**src/rtl/sram_axi_arbiter_pkg.sv**
```systemverilog
// -----------------------------------------------------------------------------
// sram_axi_arbiter_pkg
// Shared definitions for the SRAM-like to AXI3 bridge:
//   - read / write FSM state encodings (also exported on debug ports)
//   - default AXI IDs for instruction and data traffic
//   - SRAM size codes and the fixed single-beat AXI burst constants
//   - axi_size(): maps a 2-bit SRAM size code onto the 3-bit AXI size field
// -----------------------------------------------------------------------------
package sram_axi_arbiter_pkg;

    localparam int         ADDR_W_DEF     = 32;
    localparam int         DATA_W_DEF     = 32;

    localparam logic [3:0] INST_ID_DEF    = 4'd0;
    localparam logic [3:0] DATA_ID_DEF    = 4'd1;

    localparam logic [1:0] SIZE_BYTE      = 2'd0;
    localparam logic [1:0] SIZE_HALF      = 2'd1;
    localparam logic [1:0] SIZE_WORD      = 2'd2;

    // Every transfer is a single INCR beat; these are tied off at the crossbar.
    localparam logic [3:0] AXI_LEN_SINGLE = 4'd0;
    localparam logic [1:0] AXI_BURST_INCR = 2'b01;

    typedef enum logic [1:0] {
        R_IDLE = 2'd0,
        R_AR   = 2'd1,
        R_R    = 2'd2
    } rd_state_e;

    typedef enum logic [1:0] {
        W_IDLE = 2'd0,
        W_AW   = 2'd1,
        W_B    = 2'd2
    } wr_state_e;

    function automatic logic [2:0] axi_size(input logic [1:0] size);
        return {1'b0, size};
    endfunction

endpackage

```
**src/rtl/sram_axi_arbiter_if.sv**
```systemverilog
// -----------------------------------------------------------------------------
// sram_axi_arbiter_if
// Bundles the two CPU SRAM-like ports (inst_*, data_*) and the reduced AXI3
// master channel set (AR/R/AW/W/B) used by sram_axi_arbiter.
//   modport master : the arbiter's view (AXI master, SRAM-like slave)
//   modport slave  : the environment's view (CPU pipeline + AXI crossbar)
// Handshake rule on every AXI channel: a beat transfers on the rising edge
// where valid && ready are both high; valid, once raised, stays high with
// stable payload until that edge. addr_ok/data_ok are single-cycle pulses.
// -----------------------------------------------------------------------------
interface sram_axi_arbiter_if #(
    parameter int ADDR_W = 32,
    parameter int DATA_W = 32
);
    localparam int STRB_W = DATA_W / 8;

    // instruction SRAM-like port
    logic              inst_req;
    logic              inst_wr;
    logic [1:0]        inst_size;
    logic [ADDR_W-1:0] inst_addr;
    logic              inst_addr_ok;
    logic              inst_data_ok;
    logic [DATA_W-1:0] inst_rdata;

    // data SRAM-like port
    logic              data_req;
    logic              data_wr;
    logic [1:0]        data_size;
    logic [STRB_W-1:0] data_wstrb;
    logic [ADDR_W-1:0] data_addr;
    logic [DATA_W-1:0] data_wdata;
    logic              data_addr_ok;
    logic              data_data_ok;
    logic [DATA_W-1:0] data_rdata;

    // AXI3 channels
    logic [3:0]        arid;
    logic [ADDR_W-1:0] araddr;
    logic [2:0]        arsize;
    logic              arvalid;
    logic              arready;
    logic [3:0]        rid;
    logic [DATA_W-1:0] rdata;
    logic              rvalid;
    logic              rready;
    logic [ADDR_W-1:0] awaddr;
    logic [2:0]        awsize;
    logic              awvalid;
    logic              awready;
    logic [DATA_W-1:0] wdata;
    logic [STRB_W-1:0] wstrb;
    logic              wvalid;
    logic              wready;
    logic              bvalid;
    logic              bready;

    modport master (
        input  inst_req, inst_wr, inst_size, inst_addr,
        output inst_addr_ok, inst_data_ok, inst_rdata,
        input  data_req, data_wr, data_size, data_wstrb, data_addr, data_wdata,
        output data_addr_ok, data_data_ok, data_rdata,
        output arid, araddr, arsize, arvalid,
        input  arready,
        input  rid, rdata, rvalid,
        output rready,
        output awaddr, awsize, awvalid,
        input  awready,
        output wdata, wstrb, wvalid,
        input  wready,
        input  bvalid,
        output bready
    );

    modport slave (
        output inst_req, inst_wr, inst_size, inst_addr,
        input  inst_addr_ok, inst_data_ok, inst_rdata,
        output data_req, data_wr, data_size, data_wstrb, data_addr, data_wdata,
        input  data_addr_ok, data_data_ok, data_rdata,
        input  arid, araddr, arsize, arvalid,
        output arready,
        output rid, rdata, rvalid,
        input  rready,
        input  awaddr, awsize, awvalid,
        output awready,
        input  wdata, wstrb, wvalid,
        output wready,
        output bvalid,
        input  bready
    );

endinterface

```
**src/rtl/sram_axi_wr_ctrl.sv**
```systemverilog
// -----------------------------------------------------------------------------
// sram_axi_wr_ctrl
// Write sequencer for data-port stores: accepts one write, drives AW and W
// together (each dropping after its own handshake), then waits for B.
// Configuration macro: SRAM_AXI_EARLY_WACK_EN
//   defined   : ack_o pulses in the cycle AW and W are both complete
//   undefined : ack_o pulses on the B handshake
// Either way no new write is accepted and pending_o stays high until B.
// Ports:
//   clk, reset            clock, synchronous active-high reset
//   wr_req_i              data_req && data_wr from the CPU
//   addr_i/size_i/wstrb_i/wdata_i   write request payload
//   addr_ok_o             request accepted (single-cycle pulse)
//   ack_o                 write completion pulse for data_data_ok
//   pending_o             a write is outstanding (acceptance .. B handshake)
//   aw*/w*/b*             AXI write channels
//   state_o               FSM state for debug/observation
// -----------------------------------------------------------------------------
module sram_axi_wr_ctrl
    import sram_axi_arbiter_pkg::*;
#(
    parameter int ADDR_W = 32,
    parameter int DATA_W = 32
) (
    input  logic                clk,
    input  logic                reset,
    input  logic                wr_req_i,
    input  logic [ADDR_W-1:0]   addr_i,
    input  logic [1:0]          size_i,
    input  logic [DATA_W/8-1:0] wstrb_i,
    input  logic [DATA_W-1:0]   wdata_i,
    output logic                addr_ok_o,
    output logic                ack_o,
    output logic                pending_o,
    output logic [ADDR_W-1:0]   awaddr_o,
    output logic [2:0]          awsize_o,
    output logic                awvalid_o,
    input  logic                awready_i,
    output logic [DATA_W-1:0]   wdata_o,
    output logic [DATA_W/8-1:0] wstrb_o,
    output logic                wvalid_o,
    input  logic                wready_i,
    input  logic                bvalid_i,
    output logic                bready_o,
    output wr_state_e           state_o
);

    wr_state_e           state_q, state_d;
    logic                aw_done_q, aw_done_d;
    logic                w_done_q, w_done_d;
    logic                latch_en;
    logic [ADDR_W-1:0]   addr_q;
    logic [1:0]          size_q;
    logic [DATA_W/8-1:0] wstrb_q;
    logic [DATA_W-1:0]   wdata_q;

    always_comb begin
        state_d   = state_q;
        aw_done_d = aw_done_q;
        w_done_d  = w_done_q;
        latch_en  = 1'b0;
        addr_ok_o = 1'b0;
        ack_o     = 1'b0;
        awvalid_o = 1'b0;
        wvalid_o  = 1'b0;
        bready_o  = 1'b0;
        case (state_q)
            W_IDLE: begin
                if (wr_req_i) begin
                    addr_ok_o = 1'b1;
                    latch_en  = 1'b1;
                    aw_done_d = 1'b0;
                    w_done_d  = 1'b0;
                    state_d   = W_AW;
                end
            end
            W_AW: begin
                awvalid_o = !aw_done_q;
                wvalid_o  = !w_done_q;
                if (!aw_done_q && awready_i) aw_done_d = 1'b1;
                if (!w_done_q && wready_i)   w_done_d  = 1'b1;
                if (aw_done_d && w_done_d) begin
                    state_d = W_B;
`ifdef SRAM_AXI_EARLY_WACK_EN
                    ack_o   = 1'b1;
`endif
                end
            end
            W_B: begin
                bready_o = 1'b1;
                if (bvalid_i) begin
                    state_d = W_IDLE;
`ifdef SRAM_AXI_EARLY_WACK_EN
`else
                    ack_o   = 1'b1;
`endif
                end
            end
            default: state_d = W_IDLE;
        endcase
    end

    always_ff @(posedge clk) begin
        if (reset) begin
            state_q   <= W_IDLE;
            aw_done_q <= 1'b0;
            w_done_q  <= 1'b0;
            addr_q    <= '0;
            size_q    <= '0;
            wstrb_q   <= '0;
            wdata_q   <= '0;
        end else begin
            state_q   <= state_d;
            aw_done_q <= aw_done_d;
            w_done_q  <= w_done_d;
            if (latch_en) begin
                addr_q  <= addr_i;
                size_q  <= size_i;
                wstrb_q <= wstrb_i;
                wdata_q <= wdata_i;
            end
        end
    end

    assign pending_o = (state_q != W_IDLE);
    assign awaddr_o  = addr_q;
    assign awsize_o  = axi_size(size_q);
    assign wdata_o   = wdata_q;
    assign wstrb_o   = wstrb_q;
    assign state_o   = state_q;

endmodule

```
**src/rtl/sram_axi_arbiter.sv**
```systemverilog
// -----------------------------------------------------------------------------
// sram_axi_arbiter
// Shares one AXI3 master port between the CPU instruction-fetch and data
// SRAM-like ports. Reads go through a single AR/R sequencer (data reads have
// fixed priority over instruction reads); data writes go through
// sram_axi_wr_ctrl and may overlap a read unless the read hits the word the
// pending write targets.
// Configuration macro: SRAM_AXI_EARLY_WACK_EN (see sram_axi_wr_ctrl).
// Ports:
//   clk, reset     clock, synchronous active-high reset
//   bus            sram_axi_arbiter_if.master: inst_*, data_*, AXI AR/R/AW/W/B
//   rd_state_o     read FSM state (debug)
//   wr_state_o     write FSM state (debug)
// -----------------------------------------------------------------------------
module sram_axi_arbiter
    import sram_axi_arbiter_pkg::*;
#(
    parameter int         ADDR_W  = ADDR_W_DEF,
    parameter int         DATA_W  = DATA_W_DEF,
    parameter logic [3:0] INST_ID = INST_ID_DEF,
    parameter logic [3:0] DATA_ID = DATA_ID_DEF
) (
    input  logic               clk,
    input  logic               reset,
    sram_axi_arbiter_if.master bus,
    output rd_state_e          rd_state_o,
    output wr_state_e          wr_state_o
);

    rd_state_e         rd_state_q, rd_state_d;
    logic [ADDR_W-1:0] rd_addr_q, rd_addr_d;
    logic [1:0]        rd_size_q, rd_size_d;
    logic [3:0]        rd_id_q, rd_id_d;
    logic [DATA_W-1:0] inst_rdata_q, data_rdata_q;

    logic inst_rd_ok, data_rd_ok, data_rd_aok;
    logic wr_aok, wr_ack, wr_pending;
    logic hazard, data_rd_elig, rd_collide;

    // The instruction port never writes; its wr flag is intentionally ignored.
    logic unused_inst_wr;
    assign unused_inst_wr = bus.inst_wr;

    // A data read aimed at the word an outstanding write targets must wait
    // until that write's B response, so it cannot return stale memory.
    assign hazard       = wr_pending && (bus.awaddr[ADDR_W-1:2] == bus.data_addr[ADDR_W-1:2]);
    assign data_rd_elig = bus.data_req && !bus.data_wr && !hazard;

    // If a write completion and a data-port read return would land in the same
    // cycle they would merge into one data_data_ok pulse; hold off the R beat.
    assign rd_collide = wr_ack && (bus.rid == DATA_ID);

    always_comb begin
        rd_state_d       = rd_state_q;
        rd_addr_d        = rd_addr_q;
        rd_size_d        = rd_size_q;
        rd_id_d          = rd_id_q;
        bus.inst_addr_ok = 1'b0;
        data_rd_aok      = 1'b0;
        inst_rd_ok       = 1'b0;
        data_rd_ok       = 1'b0;
        bus.rready       = 1'b0;
        case (rd_state_q)
            R_IDLE: begin
                if (data_rd_elig) begin
                    data_rd_aok = 1'b1;
                    rd_addr_d   = bus.data_addr;
                    rd_size_d   = bus.data_size;
                    rd_id_d     = DATA_ID;
                    rd_state_d  = R_AR;
                end else if (bus.inst_req) begin
                    bus.inst_addr_ok = 1'b1;
                    rd_addr_d        = bus.inst_addr;
                    rd_size_d        = bus.inst_size;
                    rd_id_d          = INST_ID;
                    rd_state_d       = R_AR;
                end
            end
            R_AR: begin
                if (bus.arready) rd_state_d = R_R;
            end
            R_R: begin
                bus.rready = !rd_collide;
                if (bus.rvalid && !rd_collide) begin
                    inst_rd_ok = (bus.rid == INST_ID);
                    data_rd_ok = (bus.rid == DATA_ID);
                    rd_state_d = R_IDLE;
                end
            end
            default: rd_state_d = R_IDLE;
        endcase
    end

    always_ff @(posedge clk) begin
        if (reset) begin
            rd_state_q   <= R_IDLE;
            rd_addr_q    <= '0;
            rd_size_q    <= '0;
            rd_id_q      <= '0;
            inst_rdata_q <= '0;
            data_rdata_q <= '0;
        end else begin
            rd_state_q <= rd_state_d;
            rd_addr_q  <= rd_addr_d;
            rd_size_q  <= rd_size_d;
            rd_id_q    <= rd_id_d;
            if (inst_rd_ok) inst_rdata_q <= bus.rdata;
            if (data_rd_ok) data_rdata_q <= bus.rdata;
        end
    end

    assign bus.arvalid = (rd_state_q == R_AR);
    assign bus.araddr  = rd_addr_q;
    assign bus.arsize  = axi_size(rd_size_q);
    assign bus.arid    = rd_id_q;

    // Read data is forwarded combinationally in the data_ok cycle, held after.
    assign bus.inst_data_ok = inst_rd_ok;
    assign bus.inst_rdata   = inst_rd_ok ? bus.rdata : inst_rdata_q;
    assign bus.data_rdata   = data_rd_ok ? bus.rdata : data_rdata_q;

    // Reads and writes on the data port are mutually exclusive per cycle
    // (selected by data_wr), so at most one of the two accepts.
    assign bus.data_addr_ok = data_rd_aok | wr_aok;
    assign bus.data_data_ok = data_rd_ok | wr_ack;

    sram_axi_wr_ctrl #(
        .ADDR_W (ADDR_W),
        .DATA_W (DATA_W)
    ) u_wr_ctrl (
        .clk       (clk),
        .reset     (reset),
        .wr_req_i  (bus.data_req && bus.data_wr),
        .addr_i    (bus.data_addr),
        .size_i    (bus.data_size),
        .wstrb_i   (bus.data_wstrb),
        .wdata_i   (bus.data_wdata),
        .addr_ok_o (wr_aok),
        .ack_o     (wr_ack),
        .pending_o (wr_pending),
        .awaddr_o  (bus.awaddr),
        .awsize_o  (bus.awsize),
        .awvalid_o (bus.awvalid),
        .awready_i (bus.awready),
        .wdata_o   (bus.wdata),
        .wstrb_o   (bus.wstrb),
        .wvalid_o  (bus.wvalid),
        .wready_i  (bus.wready),
        .bvalid_i  (bus.bvalid),
        .bready_o  (bus.bready),
        .state_o   (wr_state_o)
    );

    assign rd_state_o = rd_state_q;

endmodule

```
**src/flat_wrapper.sv**
```systemverilog
// flat-port wrapper written by rule: the top's interface ports become plain ports
module sram_axi_arbiter_flat import sram_axi_arbiter_pkg::*;
#(
    parameter int         ADDR_W  = ADDR_W_DEF,
    parameter int         DATA_W  = DATA_W_DEF,
    parameter logic [3:0] INST_ID = INST_ID_DEF,
    parameter logic [3:0] DATA_ID = DATA_ID_DEF
)
  (clk, reset, rd_state_o, wr_state_o, bus_inst_req, bus_inst_wr, bus_inst_size, bus_inst_addr, bus_inst_addr_ok, bus_inst_data_ok, bus_inst_rdata, bus_data_req, bus_data_wr, bus_data_size, bus_data_wstrb, bus_data_addr, bus_data_wdata, bus_data_addr_ok, bus_data_data_ok, bus_data_rdata, bus_arid, bus_araddr, bus_arsize, bus_arvalid, bus_arready, bus_rid, bus_rdata, bus_rvalid, bus_rready, bus_awaddr, bus_awsize, bus_awvalid, bus_awready, bus_wdata, bus_wstrb, bus_wvalid, bus_wready, bus_bvalid, bus_bready);
  sram_axi_arbiter_if #(.ADDR_W(ADDR_W), .DATA_W(DATA_W)) bus_i ();
  input  logic clk;
  input  logic reset;
  output rd_state_e rd_state_o;
  output wr_state_e wr_state_o;
  input wire logic [$bits(bus_i.inst_req)-1:0] bus_inst_req;
  input wire logic [$bits(bus_i.inst_wr)-1:0] bus_inst_wr;
  input wire logic [$bits(bus_i.inst_size)-1:0] bus_inst_size;
  input wire logic [$bits(bus_i.inst_addr)-1:0] bus_inst_addr;
  output wire logic [$bits(bus_i.inst_addr_ok)-1:0] bus_inst_addr_ok;
  output wire logic [$bits(bus_i.inst_data_ok)-1:0] bus_inst_data_ok;
  output wire logic [$bits(bus_i.inst_rdata)-1:0] bus_inst_rdata;
  input wire logic [$bits(bus_i.data_req)-1:0] bus_data_req;
  input wire logic [$bits(bus_i.data_wr)-1:0] bus_data_wr;
  input wire logic [$bits(bus_i.data_size)-1:0] bus_data_size;
  input wire logic [$bits(bus_i.data_wstrb)-1:0] bus_data_wstrb;
  input wire logic [$bits(bus_i.data_addr)-1:0] bus_data_addr;
  input wire logic [$bits(bus_i.data_wdata)-1:0] bus_data_wdata;
  output wire logic [$bits(bus_i.data_addr_ok)-1:0] bus_data_addr_ok;
  output wire logic [$bits(bus_i.data_data_ok)-1:0] bus_data_data_ok;
  output wire logic [$bits(bus_i.data_rdata)-1:0] bus_data_rdata;
  output wire logic [$bits(bus_i.arid)-1:0] bus_arid;
  output wire logic [$bits(bus_i.araddr)-1:0] bus_araddr;
  output wire logic [$bits(bus_i.arsize)-1:0] bus_arsize;
  output wire logic [$bits(bus_i.arvalid)-1:0] bus_arvalid;
  input wire logic [$bits(bus_i.arready)-1:0] bus_arready;
  input wire logic [$bits(bus_i.rid)-1:0] bus_rid;
  input wire logic [$bits(bus_i.rdata)-1:0] bus_rdata;
  input wire logic [$bits(bus_i.rvalid)-1:0] bus_rvalid;
  output wire logic [$bits(bus_i.rready)-1:0] bus_rready;
  output wire logic [$bits(bus_i.awaddr)-1:0] bus_awaddr;
  output wire logic [$bits(bus_i.awsize)-1:0] bus_awsize;
  output wire logic [$bits(bus_i.awvalid)-1:0] bus_awvalid;
  input wire logic [$bits(bus_i.awready)-1:0] bus_awready;
  output wire logic [$bits(bus_i.wdata)-1:0] bus_wdata;
  output wire logic [$bits(bus_i.wstrb)-1:0] bus_wstrb;
  output wire logic [$bits(bus_i.wvalid)-1:0] bus_wvalid;
  input wire logic [$bits(bus_i.wready)-1:0] bus_wready;
  input wire logic [$bits(bus_i.bvalid)-1:0] bus_bvalid;
  output wire logic [$bits(bus_i.bready)-1:0] bus_bready;
  assign bus_i.inst_req = bus_inst_req;
  assign bus_i.inst_wr = bus_inst_wr;
  assign bus_i.inst_size = bus_inst_size;
  assign bus_i.inst_addr = bus_inst_addr;
  assign bus_inst_addr_ok = bus_i.inst_addr_ok;
  assign bus_inst_data_ok = bus_i.inst_data_ok;
  assign bus_inst_rdata = bus_i.inst_rdata;
  assign bus_i.data_req = bus_data_req;
  assign bus_i.data_wr = bus_data_wr;
  assign bus_i.data_size = bus_data_size;
  assign bus_i.data_wstrb = bus_data_wstrb;
  assign bus_i.data_addr = bus_data_addr;
  assign bus_i.data_wdata = bus_data_wdata;
  assign bus_data_addr_ok = bus_i.data_addr_ok;
  assign bus_data_data_ok = bus_i.data_data_ok;
  assign bus_data_rdata = bus_i.data_rdata;
  assign bus_arid = bus_i.arid;
  assign bus_araddr = bus_i.araddr;
  assign bus_arsize = bus_i.arsize;
  assign bus_arvalid = bus_i.arvalid;
  assign bus_i.arready = bus_arready;
  assign bus_i.rid = bus_rid;
  assign bus_i.rdata = bus_rdata;
  assign bus_i.rvalid = bus_rvalid;
  assign bus_rready = bus_i.rready;
  assign bus_awaddr = bus_i.awaddr;
  assign bus_awsize = bus_i.awsize;
  assign bus_awvalid = bus_i.awvalid;
  assign bus_i.awready = bus_awready;
  assign bus_wdata = bus_i.wdata;
  assign bus_wstrb = bus_i.wstrb;
  assign bus_wvalid = bus_i.wvalid;
  assign bus_i.wready = bus_wready;
  assign bus_i.bvalid = bus_bvalid;
  assign bus_bready = bus_i.bready;
  sram_axi_arbiter #(.ADDR_W(ADDR_W), .DATA_W(DATA_W), .INST_ID(INST_ID), .DATA_ID(DATA_ID)) u_core (.clk(clk), .reset(reset), .bus(bus_i), .rd_state_o(rd_state_o), .wr_state_o(wr_state_o));
endmodule
```
**config.mk**
```make
export PLATFORM = sky130hd
export DESIGN_NAME = sram_axi_arbiter_flat
export DESIGN_NICKNAME = d
export VERILOG_FILES = /design/src/rtl/sram_axi_arbiter_pkg.sv /design/src/rtl/sram_axi_arbiter_if.sv /design/src/rtl/sram_axi_wr_ctrl.sv /design/src/rtl/sram_axi_arbiter.sv /design/src/flat_wrapper.sv
export SDC_FILE = /design/constraint.sdc
export NUM_CORES = 1
export LEC_CHECK = 0
export BUFFER_PORTS_ARGS = -buffer_cell sky130_fd_sc_hd__buf_4
export CAP_MARGIN = 20
export CORE_ASPECT_RATIO = 0.5
export CORE_UTILIZATION = 51
export DETAILED_ROUTE_END_ITERATION = 12
export PLACE_DENSITY = 0.86
export SLEW_MARGIN = 0
export SYNTH_ARGS = -nofsm -noshare
export SYNTH_HDL_FRONTEND = slang
export SYNTH_SLANG_ARGS = --single-unit
```
**constraint.sdc**
```tcl
create_clock -name clk -period 5.6 [get_ports clk]
set_clock_uncertainty 0.1 [all_clocks]
set_input_delay 0 -clock clk [delete_from_list [all_inputs] [get_ports clk]]
set_output_delay 0 -clock clk [all_outputs]
set_load 0.02 [all_outputs]
```
==> summary by stage, run 1 <==
Drt
The number of nets still failing antenna checks after routing is 0. Before antenna repair, the detailed router went through 6 iterations. After detailed routing, the total wire length is 25.52 mm. The post-detailed-route via-to-cell ratio is 5.299.

The via total after detailed routing is 7,610. Dividing the detail-routed wire length by the instance count gives 17.77 microns. In the routed design, unresolved DRC markers number 0. The number of design-rule violations left by the first detailed-router iteration is 495.

Yosys
The post-synthesis share of cell area spent on and, or, nand and nor gates is 18.55%. The xor/xnor share of the synthesized area is 3.587%. The average size of a mapped cell is 9.238 sq um.

The main combinational cell family by area after synthesis is simple AND/OR/NAND/NOR gates. The share of synthesized area spent on multiplexers is 14.48%. The post-synthesis sequential area ratio is 47.82%.

The adder and majority cell fraction of the synthesized area is 0%. During synthesis, Yosys emitted a total of 0 warnings. The synthesized netlist contains 29 unique library cells.

The synthesized netlist devotes 9.906% of its cell area to compound gates. The count of mapped cells out of synthesis is 793. Synthesis inferred 175 register bits.

The synthesized netlist occupies a cell area of 7326 sq um.

Floorplan
The die is 86.75 microns tall. The number of rows in the core area is 30. In this run the horizontal extent of the chip is 171.5 microns. The die covers 14,880 sq um. The placeable core area is 13,780 sq um. For this design the top-level I/O count stands at 338. The starting density of the core is 53.18%.

STA
The number of hold violations in the final report is 0. Setup violations remaining at the end of the flow were counted as 0. The slew at the pin with the worst max-slew slack is 1.071 ns. The share of the clock period used by the worst path after layout is 53.55%. The relative max-transition margin is 28.61%. Setup repair after global routing left no endpoint under its margin. Summed over all failing endpoints, the final setup total negative slack is 0 ns.

Counting I/O delays and the setup requirement, the final critical path takes 2.999 ns. The fmax is 333.5 MHz. The max-slew violation count is 0.

Power
The internal power consumption is 2274 uW. The register share of total power is 42.4%. The worst-case IR drop observed on VDD is 0.2572 mV.

For this design the total switching power over the nets is 894.4 uW. The combinational fraction of design power is 18.5%. The part of the total power dissipated in the clock network is 39.1%. In this run the power density over the cells is 267.5 nW/um^2. The leakage power of the design is 0.005285 uW. Net switching is 28.23% of the power.

Clock tree
After clock tree synthesis, the clock-pin slew on the worst setup and hold paths is 0.08 ns. Buffers inserted during clock tree synthesis total 17. Post-CTS timing repair inserted 0 buffers for setup. The number of H-tree levels is 4. The maximum root-to-sink buffer count is 2. The number of resized instances in the post-cts repair step is 0.

The CTS tree is yes. In this run, post-CTS hold repair placed 138 buffers. The clock sink total is 175. At the later pin of the worst-skew pair, clock insertion delay measures 0.41 ns. The clock root buffer is clkbuf_16.

GRT
The number of antenna violations at the first check in global routing came to 1. The total congestion overflow after global routing is 0. The global-route wire length before repair is 39.17 mm. Entering global routing, the biggest net connects 105 pins.

The number of global-route vias before repair is 7,987. The aggregate global-route resource usage is 33.76%.

Outcome
The run finished with clean final reports.

Critical path
The data arrival time of the critical path is 3.13 ns. The largest driver fanout on the critical path is 35. The worst setup path is launched from a register. The critical setup path kind is reg2reg.

The worst setup path is captured at a register. The count of buffer and inverter cells on the critical path is 0. STA puts the critical path data required time at 5.73 ns. The slowest stage of the critical path is the o21ai_4 cell. Among cell families on the critical path, the largest total delay comes from compound AO/OA/AOI/OAI gates. For this run, the slowest stage of the critical path takes 0.82 ns.

The critical path goes through nor2_1 > or4_1 > nor4_1 > a21oi_4 > o21ai_4 > a221oi_1.

Cells and area
The area growth from synthesis to layout is 61.69%. The layout has 714 filler cells. Cells with a size suffix above 1 make up 35.24% of the layout. The final design utilization is 85.99%. The post-layout net count is 1,381.

Job
The tool flagged a number of max-cap violations equal to 0.

Placement
The congestion estimate from routability-driven global placement came to 0.8295. The number of port buffers is 331. The post-detailed-placement half-perimeter wirelength is 14.85 mm.

Worst hold path
The type of the worst min-delay path is in2reg.
[flip-flops by register name, summed over array words and instances (netlist names), 4 cells and up]
signal                     count
u_core.bus.araddr             32
u_core.u_wr_ctrl.awaddr_o     32
u_core.inst_rdata_q           32
u_core.data_rdata_q           32
u_core.u_wr_ctrl.wstrb_o       4
u_core.u_wr_ctrl.wdata_o      32
[through the flow]
stage                     hold WS (ns)  cell area (sq um)  power [uW]  setup slack [ns]  instances
final                         0.008236              11850        3168             2.601       1436
after global routing           0.05092              11850        3263             2.364       1436
after CTS                     0.001809              11840        3148             2.696       1435
after detailed placement        0.1442               9853        1854             2.724       1265
after global placement          0.1359               9853        1842             2.748       1265
after floorplan                0.03602               7341        1623             3.196        797
[synth_stat cells]
cell,n,area [sq um]
o21ai_4,1,16.27
nand2b_1,37,231.5
mux2_2,64,720.7
inv_1,34,127.6
a22oi_1,2,15.01
nor2b_1,70,437.9
nand3_1,3,15.01
a221oi_1,34,297.8
a211oi_1,1,7.510
nor2_1,9,33.78
and2_1,1,6.260
buf_4,5,37.54
o22ai_1,1,6.260
nor3_1,2,10.01
nand4_1,7,43.79
mux2i_1,34,340.3
clkbuf_1,44,165.2
a21boi_0,1,7.510
nor4_1,2,12.51
conb_1,1,3.750
xor2_1,3,26.28
xnor2_1,27,236.5
a21oi_1,75,375.4
and3_1,2,12.51
buf_2,7,35.03
dfxtp_1,175,3503
nand2_1,146,548.0
or4_1,1,7.510
buf_6,4,45.04
[cells in the final DEF (no fill, tap or decap), types with 2 or more instances in the layout]
| master | Yosys | layout |
|---|---|---|
| inv_1 | 34 | 34 |
| mux2_2 | 64 | 64 |
| xor2_1 | 3 | 3 |
| buf_4 | 5 | 336 |
| a21oi_1 | 75 | 74 |
| a221oi_1 | 34 | 34 |
| a22oi_1 | 2 | 2 |
| nor2_1 | 9 | 8 |
| dlygate4sd3_1 | 0 | 138 |
| clkbuf_16 | 0 | 17 |
| nand3_1 | 3 | 2 |
| bufinv_16 | 0 | 2 |
| inv_6 | 0 | 6 |
| dfxtp_1 | 175 | 175 |
| nor2b_1 | 70 | 69 |
| clkinvlp_4 | 0 | 3 |
| inv_8 | 0 | 3 |
| nand2_1 | 146 | 146 |
| nor3_1 | 2 | 2 |
| conb_1 | 1 | 5 |
| nor4_1 | 2 | 2 |
| mux2i_1 | 34 | 34 |
| nand4_1 | 7 | 7 |
| nand2b_1 | 37 | 37 |
| xnor2_1 | 27 | 27 |
[worst reg2reg max path, stage by stage, from the launching register on]
cell	delay [ns]
dfxtp_1	0.40
nor2_1	0.13
or4_1	0.53
nor4_1	0.46
a21oi_4	0.12
o21ai_4	0.82
a221oi_1	0.27
[logic make-up (layout without fill, tap and decap cells)]
kind of cell           count (synthesis)  in the layout
flip-flops                           175            175
AND/OR/NAND/NOR                      280            280
buffers and inverters                 94            540
multiplexers                          98             98
AO/OA/AOI/OAI                        115            115
other                                  1              6
XOR/XNOR                              30             30
[final timing paths]
kind,start,end,slack (ns),cells after the start
worst max-delay path,u_core.u_wr_ctrl.state_o[1],u_core.bus.araddr[20],2.60,6
worst max register to register,u_core.u_wr_ctrl.state_o[1],u_core.bus.araddr[20],2.60,6
worst min-delay path,bus_inst_addr[9],u_core.bus.araddr[9],0.008,4
worst min register to register,u_core.u_wr_ctrl.wstrb_o[0],u_core.u_wr_ctrl.wstrb_o[0],0.36,2
[routing by layer]
| layer | wire length, microns | share of wire, % | GRT usage (%) |
|---|---|---|---|
| met4 | 1605 | 6.3 | 24.27 |
| met5 | 0 | 0 | 0 |
| met2 | 12720 | 50 | 59.81 |
| met3 | 1717 | 6.7 | 9.406 |
| met1 | 9476 | 37 | 34.99 |
[final cells by class]
type,instances,area (sq um),area share (%)
well taps,192,240.2,2.028
inverters,34,127.6,1.077
flip-flops and latches,175,3503,29.58
multi-input cells,528,3460,29.21
diodes,1,2.502,0.02113
clock inverters,14,168.9,1.426
repair buffers,474,3904,32.96
clock buffers,18,439.2,3.708
[power by group through the flow]
stage / logic (uW) / registers [uW] / clock network (uW)
6_report: 586 / 1340 / 1240
3_5_place_dp: 487 / 1370 / 0
5_1_grt: 622 / 1350 / 1290
4_1_cts: 569 / 1340 / 1240
3_3_place_gp: 478 / 1360 / 0
2_1_floorplan: 191 / 1430 / 0
Power figures use the tool's default switching activity.
==> run 2, diff against run 1 <==
--- a/config.mk
+++ b/config.mk
@@ -5,12 +5,13 @@
 export SDC_FILE = /design/constraint.sdc
 export NUM_CORES = 1
 export LEC_CHECK = 0
+export ABC_AREA = 1
 export BUFFER_PORTS_ARGS = -buffer_cell sky130_fd_sc_hd__buf_4
 export CAP_MARGIN = 20
 export CORE_ASPECT_RATIO = 0.5
-export CORE_UTILIZATION = 51
+export CORE_UTILIZATION = 43
 export DETAILED_ROUTE_END_ITERATION = 12
-export PLACE_DENSITY = 0.86
+export PLACE_DENSITY = 0.77
 export SLEW_MARGIN = 0
 export SYNTH_ARGS = -nofsm -noshare
 export SYNTH_HDL_FRONTEND = slang
==> constraint.sdc (replaced) <==
create_clock -name clk -period 2.4 [get_ports clk]
set_clock_uncertainty 0.1 [all_clocks]
set_input_delay 0 -clock clk [delete_from_list [all_inputs] [get_ports clk]]
set_output_delay 0 -clock clk [all_outputs]
set_load 0.02 [all_outputs]
==> run 2 against run 1 <==
Net effect:
- routed wire length rose by 14%
- first-iteration DRC count up 35%
- register-to-register slack lost 2.5 ns
- core utilization is 14 points lower
- synthesized cell count increased by 40%
- design area up 6.3%
- sequential power increased by 140%
- flip-flop and latch count stayed put
- non-clock buffer count up 28
- hold slack gained 0.018 ns
- largest power group unchanged
==> summary by stage, run 2 <==
STA
The slew at the pin with the worst max-slew slack is 0.7263 ns (was 1.071 ns). The number of hold violations in the final report is 0 (unchanged). The max-slew violation count came to 0 (unchanged).

The share of the clock period used by the worst path after layout is 96.15%. The post-route worst setup slack came to 0.09242 ns (was 2.601 ns). The fmax is 433.4 MHz.

The clock period could shrink to 2.308 ns. RSZ-0062 raised after global routing: true (was false). The relative max-transition margin is 51.58% (was 28.61%). The number of endpoints failing setup at the final stage came to 0 (unchanged).

Drt
The post-detailed-route via-to-cell ratio came to 5.087 (was 5.299). The number of nets still failing antenna checks after routing was 0 (unchanged). The number of design-rule violations left by the first detailed-router iteration is 669 (was 495).

The total wire length is 29.06 mm (was 25.52 mm). The average detailed-routed wire length per instance is 15.99 microns (was 17.77 microns). The via total after detailed routing is 9,243 (was 7,610). The post-detailed-route DRC marker count is 0 (unchanged).

The number of optimization iterations in the first detailed-route pass was 9 (was 6).

Critical path
The count of buffer and inverter cells on the critical path is 3 (was 0). The largest driver fanout on the critical path was 18 (was 35). The top cell family by delay on the critical path is simple AND/OR/NAND/NOR gates (was compound AO/OA/AOI/OAI gates). The element type at the critical path start is a register (unchanged). Cell Chain, Critical Path: nor2_1 > nor2_1 > nand2_1 > nor2_1 > nand2_1 > nor2_4 > nand2_4 > buf_6 > nand3_4 > buf_12 > nand2_2 > buf_6 (was nor2_1 > or4_1 > nor4_1 > a21oi_4 > o21ai_4 > a221oi_1).

The slowest cell on the critical path is dfxtp_2 (was o21ai_4). The number of cells on the worst reg-to-reg path is 15 (was 6). The critical setup path kind is reg2out (was reg2reg). The register-to-register path setup slack is 0.10 ns (was 2.60 ns). The endpoint of the worst register-to-register path is u_core.bus.araddr[3] (was u_core.bus.araddr[20]). The kind of end point of the critical path is an output port (was register). The source of the worst register-to-register timing path is u_core.u_wr_ctrl.awaddr_o[15] (was u_core.u_wr_ctrl.state_o[1]). The data arrival time of the critical path is 2.21 ns (was 3.13 ns). The delay of the slowest cell on the worst path is 0.34 ns (was 0.82 ns).

The dominant cell type by count on the critical path is nor2_1. The required time of the critical path is 2.30 ns (was 5.73 ns).

Floorplan
The area enclosed by the die boundary is 18,470 sq um (was 14,880 sq um). The starting density of the core is 44.12% (was 53.18%). The vertical die dimension was 96.60 microns (was 86.75 microns).

The placeable core area is 17,440 sq um (was 13,780 sq um). The number of rows in the core area is 34 (was 30). The width of the die was 191.2 microns (was 171.5 microns). The total I/O pin count is 338 (unchanged).

Yosys
The top cell type's share of synthesized area is 45.52% (was 47.82%). The most frequently used flop master after synthesis was dfxtp_1 (unchanged). Leading cell types by total area after synthesis: dfxtp_1 (46%), nand2_1 (13%), nor2_1 (12%), o21ai_0 (6.8%), inv_1 (3.5%) (was dfxtp_1 (48%), mux2_2 (9.8%), nand2_1 (7.5%), nor2b_1 (6.0%), a21oi_1 (5.1%)).

The most frequently used cell type in the post-synthesis netlist is nand2_1 (was dfxtp_1). The post-synthesis register bit count is 175 (unchanged). The number of synthesized flops with an enable pin is 0 (unchanged).

The number of synthesis warnings was 0 (unchanged). The post-synthesis sequential area ratio came to 45.52% (was 47.82%). The dominant cell type by area after synthesis was dfxtp_1 (unchanged). The number of distinct standard cells referenced by the synthesized netlist is 27 (was 29).

The average size of a mapped cell was 6.909 sq um (was 9.238 sq um). The count of mapped cells out of synthesis is 1,114 (was 793). Synth top cells by count: nand2_1 (264), nor2_1 (236), dfxtp_1 (175) (was dfxtp_1 (175), nand2_1 (146), a21oi_1 (75)). The synthesized cell area came to 7696 sq um (was 7326 sq um).

The async set-reset flop share out of synthesis came to 0% (unchanged).

Power
The register share of total power is 40.8% (was 42.4%). The worst supply voltage drop on vdd is 0.5215 mV (was 0.2572 mV). The part of the total power dissipated in the clock network is 36.8% (was 39.1%). The switching power share of the total was 29.00% (was 28.23%).

The power density of the placed cells is 622.1 nW/um^2 (was 267.5 nW/um^2). The internal power consumption is 5560 uW (was 2274 uW). The leakage power of the design came to 0.006537 uW (was 0.005285 uW). The total power came to 7831 uW (was 3168 uW). The net switching component of the power is 2271 uW (was 894.4 uW). The combinational fraction of design power is 22.4% (was 18.5%).

Outcome
Result of the run: finished clean (unchanged).

Cells and area
The most common cell after layout, fill and taps aside is buf_4 (unchanged). The layout cell share with drive strength beyond 1 is 27.86% (was 35.24%). The filler cell count is 1,289 (was 714). The number of inserted diodes is 0 (was 1). The post-layout net count is 1,721 (was 1,381). The final design utilization is 72.17% (was 85.99%).

The area growth from synthesis to layout is 63.57% (was 61.69%). The count of placed standard cells in the final layout, fillers left out is 1,817 (was 1,436). Most used cells in the layout excluding fill and tap cells: buf_4 (343), nand2_1 (263), nor2_1 (233) (was buf_4 (336), dfxtp_1 (175), nand2_1 (146)).

Clock tree
The number of H-tree levels is 4 (unchanged). The CTS buffer count came to 17 (unchanged). The CTS tree is yes (unchanged). The clock sink total is 175 (unchanged). The register clock-pin slew on the reported worst setup and hold paths is 0.07 ns (was 0.08 ns). The maximum root-to-sink buffer count came to 2 (unchanged). The clock root buffer is clkbuf_16 (unchanged).

The clock insertion delay at the later pin of the skew report is 0.43 ns (was 0.41 ns).

GRT
The aggregate global-route resource usage is 30.81% (was 33.76%). The number of antenna violations at the first check in global routing is 0 (was 1). The global-route wire length before repair is 45.43 mm (was 39.17 mm). The number of global-route vias before repair was 9,111 (was 7,987). The largest net degree at the start of global routing was 107 (was 105).

The total congestion overflow after global routing is 0 (unchanged).

Placement
The final estimated routing congestion in global placement was 0.8596 (was 0.8295). The instance count after placement with tap cells included is 1,630 (was 1,265). The number of port buffers is 331 (unchanged). The worst-case setup slack after placement came to 0.2827 ns (was 2.724 ns).

The post-detailed-placement half-perimeter wirelength came to 17.13 mm (was 14.85 mm).

Job
The max-capacitance violation count was 0 (unchanged).

Worst hold path
The type of the worst min-delay path was in2reg (unchanged). The cell depth of the worst min-delay path was 5 (was 4). The hold-critical path endpoint is u_core.bus.araddr[26] (was u_core.bus.araddr[9]). The start point of the worst hold path is reset (was bus_inst_addr[9]).
run 2: cell count changes in the layout (fill, tap and decap cells not counted), sizes merged, moves of 14 or more:
cell / delta
buf: +14
nand2b: -37
a21oi: -23
inv: +35
o21ai: +105
nor2: +230
a221oi: -34
mux2i: -34
nor2b: -70
nand3b: +34
nand3: +37
mux2: -64
nand2: +122
or2: +32
run 2: worst reg2reg max path, stage by stage (launching register included):
cell           delay, ns
dfxtp_2             0.36
inv_1               0.06
nand2_1             0.06
nand2_1             0.06
inv_1               0.06
nand2_1             0.05
nor2_1              0.11
nand2_1             0.10
nor2_4              0.11
nand2_4             0.10
buf_12              0.17
nand3_1             0.07
nand2_1             0.05
dlygate4sd3_1       0.55
nor2_1              0.09
nor2_1              0.06
run 2: how the worst max path moves through the flow:
stage,depth (start not counted),from,to
6_report,12,u_core.u_wr_ctrl.state_o[0],bus_data_addr_ok
5_1_grt,14,u_core.u_wr_ctrl.awaddr_o[11],bus_data_addr_ok
4_1_cts,14,u_core.u_wr_ctrl.awaddr_o[15],bus_data_addr_ok
3_5_place_dp,13,u_core.u_wr_ctrl.state_o[0],u_core.rd_state_o[0]
3_3_place_gp,13,u_core.u_wr_ctrl.state_o[0],u_core.rd_state_o[0]
2_1_floorplan,7,u_core.u_wr_ctrl.state_o[1],u_core.data_rdata_q[24]
run 2: power by group through the flow:
stage               Clock [uW]  Sequential [uW]  Combinational, uW
floorplan                    0             3450                609
CTS                       2910             3190               1680
global placement             0             3240               1440
global route              3030             3210               1890
finish                    2880             3190               1750
detailed placement           0             3250               1470
run 2: layer usage:
layer / GRT usage, % / up-vias / routed length (microns)
met3: 7.184 / 155 / 1956
met5: 0 / - / 0
li1: - / 4385 / -
met1: 34.90 / 4255 / 11180
met2: 52.34 / 448 / 14150
met4: 19.29 / 0 / 1774
run 2: cell families after synthesis:
family	Yosys count	synth area share, %
simple gates	617	34.01
flops	175	45.52
compound gates	160	10.57
buf+inv	144	7.917
xor+xnor	17	1.935
other cells	1	0.04873
run 2: timing repair:
action | 4_1_cts | 5_1_grt
gates resized for setup | 5 | 27
endpoints found under the hold margin | 174 | 0
cloned | 0 | 1
setup endpoints to repair | 3 | 37
hold buffers | 151 | 0
pin swaps | 0 | 6
setup buffers | 0 | 3
run 2: final cells by class:
cell class              count  area [sq um]  area share [%]
clock buffers              21         440.4           3.499
clock inverters            11         157.7           1.252
inverters                  75         286.5           2.276
multi-input cells         799          3667           29.13
flip-flops and latches    175          3513           27.91
well taps                 234         292.8           2.326
repair buffers            502          4230           33.61
run 2: metrics by stage:
stage	cell area, sq um	hold WS (ns)	TNS, ns
finish	12590	0.02647	0
global route	12590	0.03165	-0.1305
CTS	12440	0.008106	0
detailed placement	10320	0.1585	0
global placement	10320	0.1503	0
floorplan	7711	0.05232	0
